--- src/rtl/csa_pipe_adder.sv ---
// Two-stage pipelined carry-select adder/subtractor with valid/ready handshakes.
// Stage 1 precomputes per-group sums for both carry-ins; stage 2 resolves the select chain.

module csa_group #(
  parameter int BLOCK = 4
) (
  input  logic [BLOCK-1:0] a,
  input  logic [BLOCK-1:0] bb,
  input  logic             cin_lo,
  output logic [BLOCK-1:0] s0,
  output logic [BLOCK-1:0] s1,
  output logic             c0,
  output logic             c1
);
  // cin_lo carries the real carry-in for group 0 and is tied to 0 elsewhere
  assign {c0, s0} = {1'b0, a} + {1'b0, bb} + {{BLOCK{1'b0}}, cin_lo};
  assign {c1, s1} = {1'b0, a} + {1'b0, bb} + {{BLOCK{1'b0}}, 1'b1};
endmodule

module csa_pipe_adder #(
  parameter int WIDTH = 16,
  parameter int BLOCK = 4
) (
  input  logic             clk,
  input  logic             rst_n,
  input  logic             in_valid,
  output logic             in_ready,
  input  logic [WIDTH-1:0] a,
  input  logic [WIDTH-1:0] b,
  input  logic             cin,
  input  logic             sub,
  output logic             out_valid,
  input  logic             out_ready,
  output logic [WIDTH-1:0] sum,
  output logic             cout,
  output logic             ovf,
  output logic             zero
);
  localparam int NG = WIDTH / BLOCK;

  logic [WIDTH-1:0]           bb;
  logic                       ce;
  logic [NG-1:0][BLOCK-1:0]   s0_d, s1_d, s0_q, s1_q;
  logic [NG-1:0]              c0_d, c1_d, c0_q, c1_q;
  logic                       a_msb_q, bb_msb_q;
  logic [2:1]                 vld_pipe;
  logic                       ld1, ld2;
  logic [NG:0]                cy;
  logic [NG-1:0][BLOCK-1:0]   res;
  logic [WIDTH-1:0]           sum_d;
  logic                       ovf_d;

  assign bb = b ^ {WIDTH{sub}};
  assign ce = cin ^ sub;

  assign ld2       = !vld_pipe[2] || out_ready;
  assign ld1       = !vld_pipe[1] || ld2;
  assign in_ready  = ld1;
  assign out_valid = vld_pipe[2];

  for (genvar g = 0; g < NG; g++) begin : g_grp
    csa_group #(.BLOCK(BLOCK)) u_grp (
      .a      (a[g*BLOCK +: BLOCK]),
      .bb     (bb[g*BLOCK +: BLOCK]),
      .cin_lo ((g == 0) ? ce : 1'b0),
      .s0     (s0_d[g]),
      .s1     (s1_d[g]),
      .c0     (c0_d[g]),
      .c1     (c1_d[g])
    );
  end

  always_ff @(posedge clk or negedge rst_n) begin
    if (!rst_n) begin
      vld_pipe[1] <= 1'b0;
      s0_q        <= '0;
      s1_q        <= '0;
      c0_q        <= '0;
      c1_q        <= '0;
      a_msb_q     <= 1'b0;
      bb_msb_q    <= 1'b0;
    end else if (ld1) begin
      vld_pipe[1] <= in_valid;
      s0_q        <= s0_d;
      s1_q        <= s1_d;
      c0_q        <= c0_d;
      c1_q        <= c1_d;
      a_msb_q     <= a[WIDTH-1];
      bb_msb_q    <= bb[WIDTH-1];
    end
  end

  // Group 0 already absorbed the carry-in, so the chain starts from 0
  always_comb begin
    cy    = '0;
    res   = '0;
    cy[0] = 1'b0;
    for (int g = 0; g < NG; g++) begin
      res[g]  = cy[g] ? s1_q[g] : s0_q[g];
      cy[g+1] = cy[g] ? c1_q[g] : c0_q[g];
    end
  end

  assign sum_d = res;
  assign ovf_d = (a_msb_q == bb_msb_q) && (sum_d[WIDTH-1] != a_msb_q);

  always_ff @(posedge clk or negedge rst_n) begin
    if (!rst_n) begin
      vld_pipe[2] <= 1'b0;
      sum         <= '0;
      cout        <= 1'b0;
      ovf         <= 1'b0;
      zero        <= 1'b0;
    end else if (ld2) begin
      vld_pipe[2] <= vld_pipe[1];
      sum         <= sum_d;
      cout        <= cy[NG];
      ovf         <= ovf_d;
      zero        <= ~|sum_d;
    end
  end
endmodule

--- config.mk ---
export PLATFORM = sky130hd
export DESIGN_NAME = csa_pipe_adder
export DESIGN_NICKNAME = d
export VERILOG_FILES = /design/src/rtl/csa_pipe_adder.sv
export SDC_FILE = /design/constraint.sdc
export NUM_CORES = 1
export LEC_CHECK = 0
export CAP_MARGIN = 30
export CORE_ASPECT_RATIO = 1.5
export CORE_MARGIN = 5
export CORE_UTILIZATION = 59
export DETAILED_ROUTE_END_ITERATION = 16
export MAX_ROUTING_LAYER = met4
export PLACE_DENSITY = 0.86
export SLEW_MARGIN = 30
export SYNTH_ARGS = -nofsm -noshare
export SYNTH_HDL_FRONTEND = slang
export SYNTH_HIERARCHICAL = 1
export SYNTH_SLANG_ARGS = --single-unit
export TNS_END_PERCENT = 100
--- constraint.sdc ---
create_clock -name clk -period 3.91 [get_ports clk]
set_input_delay 0.782 -clock clk [delete_from_list [all_inputs] [get_ports clk]]
set_output_delay 0.782 -clock clk [all_outputs]
set_load 0.02 [all_outputs]
==> reports/summary.txt, run 1 <==
outcome - finished, final reports clean
Tcrit/Tclk final - 0.8191
Comb pwr share - 0.403
gr ovfl total - 0
number of global-route vias before repair - 2853
initial antenna violation count - 0
hold_buf cts - 0
Crit. End Element - flop
worst slew pin tran - 0.8305 ns
crit start category - primary input
worst vdd ir - 0.0003503 V
Avg WL per Cell - 16.43 µm
commonest non-fill, non-tap cell in the layout - dfrtp_1
max incr delay on CP - 0.46 ns
die area - 8114 µm²
Design Area, Final - 4646 µm²
Syn Std Cell Area - 3766 µm²
Reg2Reg Depth - 4
TritonCTS Buffers - 9
routed wire length - 8.036 mm
met3 WL post-DR - 364 µm
Worst R2R Start - c0_q[0]
clock share of power - 0.227
most frequent cells in the layout - dfrtp_1 (58), clkdlybuf4s50_1 (57), mux2_2 (38)
Reg clk slew, reported paths - 0.07 ns
via count of the routed design - 2700
Starting Density - 0.6099
Overall Power - 2712 µW
Syn Area/Cell - 10.88 µm²
Antenna Nets Post-Route - 0
Placement Cell Area - 4425 µm²
Final min period - 3.203 ns
post-CTS setup buffers - 0
layout cells sized above 1 - 0.1759
Layout area overhead - 23.36%
Critical path origin - sub
clock root buffer - clkbuf_8
Clock Sinks - 58
P_sw - 950.4 µW
CTS Buffer Depth - 2
Fin. Hold Viols - 0
Die H - 107.9 µm
Max-slew headroom - 0.4463
Setup CP Type - primary input to flop
critical path required time - 4.13 ns
Worst R2R Setup Slack - 1.57 ns
row count - 35
power density over the cells - 583.8 nW/µm²
Total Routing Usage GR - 0.2214
Final Skew - 0.008121 ns
P_int - 1762 µW
DRC errors left - 0
total core area - 6175 µm²
Final Max Tran Viols - 0
Ant. Diodes - 0
Sequential Power Share - 0.370
first-pass GRT wire length - 13.06 mm
router iterations before antenna repair - 4
Max Cap Violations - 0
setup TNS - 0 ns
Critical Path, Cell by Cell - clkdlybuf4s50_1 > buf_4 > xor2_1 > ha_1 > inv_1 > fa_1 > inv_1 > ha_1 > nand3_1 > mux2i_1 > xor2_1 > mux2_2
crit path capture - c1_q[1]
post-CTS resize count - 0
fin util - 0.7524
RD Place Congestion - 0.9167
CTS tree - done
PortBufs - 58
worst min path class - flop to flop
top layer in use - met4
worst skew pair latency - 0.34 ns
final setup violation count - 0
wl on met1 - 3.080 mm
switching part of the total - 0.3504
RSZ-0062 raised after global routing - false
IO Pins - 59
FMAX - 312.2 MHz
Via-to-Cell Ratio - 5.521
Hold Worst Slack - 0.4560 ns
Chip Width - 75.24 µm
Final nets - 479
critical path peak fanout - 17
Yosys warnings - 6
largest net degree at the start of global routing - 39
H-tree levels - 3
post-detail-place hpwl - 5.940 mm
metal2 WL - 4.359 mm
Crit-path slowest cell - clkdlybuf4s50_1
crit path DAT - 3.42 ns
violation count after the first detailed-route iteration - 127
Syn Inst Count - 346
reg2reg end - zero
Pleak - 0.002116 µW
## metrics by stage
step                      cells  setup WS, ns
after floorplan             348        0.5202
after global placement      473        0.4974
after detailed placement    473        0.4093
after CTS                   489        0.6911
after global routing        489        0.5651
final                       489        0.7073
## cell type report
cell class              instances  area (µm²)
multi-input cells             260        2205
clock buffers                  12       145.1
flip-flops and latches         58        1451
clock inverters                 4       75.07
repair buffers                 62       605.6
inverters                      19       71.32
well taps                      74       92.59
fillers                       420        1529
## routing by layer
layer / GRT usage / up-vias
met3: 0.04860 / 18
met4: 0.09375 / 0
met5: - / -
met2: 0.3897 / 77
li1: - / 1293
met1: 0.2319 / 1312
## how the worst min path moves through the flow
stage / end / cells past startpoint / slack (ns) / start
6_report: out_valid / 1 / 0.46 / vld_pipe[1]
5_1_grt: out_valid / 1 / 0.47 / vld_pipe[1]
2_1_floorplan: out_valid / 1 / 0.43 / vld_pipe[1]
4_1_cts: out_valid / 1 / 0.45 / vld_pipe[1]
3_3_place_gp: out_valid / 1 / 0.44 / vld_pipe[1]
3_5_place_dp: out_valid / 1 / 0.45 / vld_pipe[1]
## sequential cells by signal (all words and copies together), names as in the netlist
register and flops:
c1_q 3, zero 1, a_msb_q 1, vld_pipe 1, c0_q 4, ovf 1
cout 1, s0_q 12, s1_q 12, bb_msb_q 1, res 4, out_valid 1
sum 16
## worst max-delay path, delay by kind of cell
family                     cells  cell delay (ns)
xor gates and xnor gates       2             0.27
adders and majority gates      3             0.86
buffers and inverters          4             0.88
muxes                          2             0.50
and+or+nand+nor                1             0.12
## power groups by stage
stage | sequential (µW) | combinational (µW) | clock, µW
2_1_floorplan | 1050 | 644 | 0
3_3_place_gp | 990 | 1060 | 0
3_5_place_dp | 1000 | 1090 | 0
4_1_cts | 1000 | 1100 | 627
5_1_grt | 1030 | 1190 | 648
6_report | 1000 | 1090 | 616
Note: power is estimated with default switching activity, not from simulation.
==> run 2, diff against run 1 <==
- CORE_UTILIZATION: 59 -> 49
- PLACE_DENSITY: 0.86 -> 0.77
- clock period: 3.91 -> 2.9 ns (I/O delays scaled with it)
==> reports/summary.txt, run 2 (same netlist as run 1, synthesis figures left out) <==
outcome - finished, final reports clean
H-tree levels - 3 (unchanged)
IO Pins - 59 (unchanged)
Fin. Hold Viols - 0 (unchanged)
Hold Worst Slack - 0.2421 ns (-0.2140 ns)
FMAX - 381.0 MHz
TritonCTS Buffers - 9 (unchanged)
via count of the routed design - 2779 (+2.9%)
Final nets - 506 (+5.6%)
FF/Latch Area - 1451 µm² (unchanged)
first-pass GRT wire length - 13.04 mm (-0.15%)
Die H - 117.4 µm (+8.8%)
crit start category - primary input
Layout area overhead - 32.99%
layout cells sized above 1 - 0.2386 (+0.06273)
Final Max Tran Viols - 0 (unchanged)
Avg WL per Cell - 14.63 µm (-11%)
Final min period - 2.625 ns
worst min path class - primary input to asynchronous set/reset pin
Via-to-Cell Ratio - 5.127 (-7.1%)
crit path DAT - 2.83 ns (-0.59 ns)
clock share of power - 0.262 (+0.035)
violation count after the first detailed-route iteration - 90 (-29%)
max incr delay on CP - 0.50 ns (+0.04 ns)
area of the multi-input gates - 2222 µm² (+0.79%)
row count - 39 (+11%)
P_int - 2645 µW (+50%)
worst skew pair latency - 0.32 ns (-0.02 ns)
Antenna Nets Post-Route - 0 (unchanged)
top flop regs - sum x16, s0_q x12, s1_q x12
RD Place Congestion - 0.8178 (-11%)
commonest non-fill, non-tap cell in the layout - dfrtp_1
fin util - 0.6622 (-0.09018)
critical path required time - 3.10 ns (-1.03 ns)
grt met1 use - 0.2021 (-0.02979)
RSZ-0062 raised after global routing - false
Final Skew - 0.006432 ns (-0.001689 ns)
Max Cap Violations - 0 (unchanged)
Total Routing Usage GR - 0.1800 (-0.04149)
# fillers - 589 (+40%)
post-detail-place hpwl - 5.910 mm (-0.51%)
critical path peak fanout - 3 (-14)
Pleak - 0.002309 µW (+9.1%)
Chip Width - 81.58 µm (+8.4%)
total core area - 7564 µm² (+22%)
Max-slew headroom - 0.6216 (+0.1753)
GRT busiest layer - met2
final setup violation count - 0 (unchanged)
Overall Power - 3923 µW (+45%)
register bank with the most flops - sum
router iterations before antenna repair - 4 (unchanged)
met3 Track Usage GR - 0.03681 (-0.01179)
most frequent cells in the layout - dfrtp_1 (58), clkdlybuf4s50_1 (56), mux2_2 (38)
post-route setup slack - 0.2752 ns (-0.4321 ns)
P_sw - 1278 µW (+34%)
CTS Buffer Depth - 2 (unchanged)
dpl ws - -0.2768 ns (-0.6861 ns)
Starting Density - 0.4979 (-0.1120)
Reg clk slew, reported paths - 0.05 ns (-0.02 ns)
Sequential Power Share - 0.344 (-0.026)
CTS tree - done
Crit. End Element - flop
die area - 9575 µm² (+18%)
PortBufs - 58 (unchanged)
largest net degree at the start of global routing - 43 (+10%)
Ant. Diodes - 0 (unchanged)
Crit-path slowest cell - clkdlybuf4s50_1
Critical Path, Cell by Cell - clkdlybuf4s50_1 > xor2_2 > ha_2 > inv_1 > fa_1 > inv_1 > ha_2 > nand3_1 > mux2i_1 > xor2_1 > mux2_2
worst slew pin tran - 0.5566 ns (-0.2739 ns)
Setup CP Type - primary input to flop
initial antenna violation count - 0 (unchanged)
Tcrit/Tclk final - 0.9051
met2 usage - 0.3117 (-0.07792)
Clock Sinks - 58 (unchanged)
switching part of the total - 0.3258 (-0.02457)
DRC errors left - 0 (unchanged)
setup TNS - 0 ns (unchanged)
routed wire length - 7.930 mm (-1.3%)
Comb pwr share - 0.394 (-0.009)
max reg flops - 16 (unchanged)
number of global-route vias before repair - 2852 (-0.035%)
gr ovfl total - 0 (unchanged)
power density over the cells - 783.3 nW/µm² (+34%)
clock root buffer - clkbuf_16
worst vdd ir - 0.0004736 V (+35%)
-- run 2: cell count changes in the layout (fill, tap and decap cells not counted), sizes merged --
cell	before	now
buf	5	31
clkinv	0	2
clkinvlp	2	0
bufinv	2	1
clkdlybuf4s50	57	56
dlymetal6s2s	0	1
-- run 2: area by class of cell --
| cell class | instances | share of cell area |
|---|---|---|
| Tap cell | 102 | 0.02548 |
| Timing Repair Buffer | 89 | 0.1684 |
| Clock buffer | 11 | 0.05046 |
| Multi-Input combinational cell | 260 | 0.4437 |
| Clock inverter | 3 | 0.007994 |
| Sequential cell | 58 | 0.2898 |
| Inverter | 19 | 0.01424 |
-- run 2: what timing repair did --
item / CTS / global route
gates resized for setup: 0 / 6
endpoints found under the setup margin: 0 / 3
setup buffers: 0 / 2
hold buffers: 0 / 0
-- run 2: worst max-delay path, delay by kind of cell --
| family | cells | cell delay [ns] |
|---|---|---|
| xor gates and xnor gates | 2 | 0.23 |
| muxes | 2 | 0.43 |
| buffers and inverters | 3 | 0.64 |
| and+or+nand+nor | 1 | 0.07 |
| adders and majority gates | 3 | 0.88 |
-- run 2: metrics by stage --
stage	instance area (µm²)	instances
finish	5009	542
global route	5009	542
CTS	4946	539
detailed placement	4653	525
global placement	4653	525
floorplan	3779	348
-- run 2: power groups by stage --
stage	Clock (µW)	Combinational [µW]	Sequential, µW
finish	1030	1550	1350
global route	1090	1690	1400
CTS	1040	1550	1350
detailed placement	0	1530	1360
global placement	0	1480	1340
floorplan	0	870	1420
-- run 2: path summary, 6_finish.rpt --
path | from | endpoint | slack (ns) | cells after the start
max in group asynchronous | rst_n | s1_q[15] | 2.11 | 2
hold reg to reg | vld_pipe[1] | out_valid | 0.45 | 1
min in group clk | vld_pipe[1] | out_valid | 0.45 | 1
setup reg to reg | c0_q[0] | sum[12] | 0.68 | 4
setup / recovery | b[0] | c0_q[0] | 0.28 | 11
hold / removal | rst_n | c1_q[3] | 0.24 | 1
-- run 2: layer usage --
| layer | up-vias | wire, µm | share of wire |
|---|---|---|---|
| met3 | 16 | 338 | 0.043 |
| met4 | 0 | 163 | 0.021 |
| li1 | 1344 | - | - |
| met5 | - | 0 | 0 |
| met2 | 62 | 4378 | 0.55 |
| met1 | 1357 | 3049 | 0.38 |
==> run 3, diff against run 2 <==
- SKIP_CTS_REPAIR_TIMING: not set -> 1
==> results of run 3 <==
Final layout, timing and power as in run 2 (identical DEF).
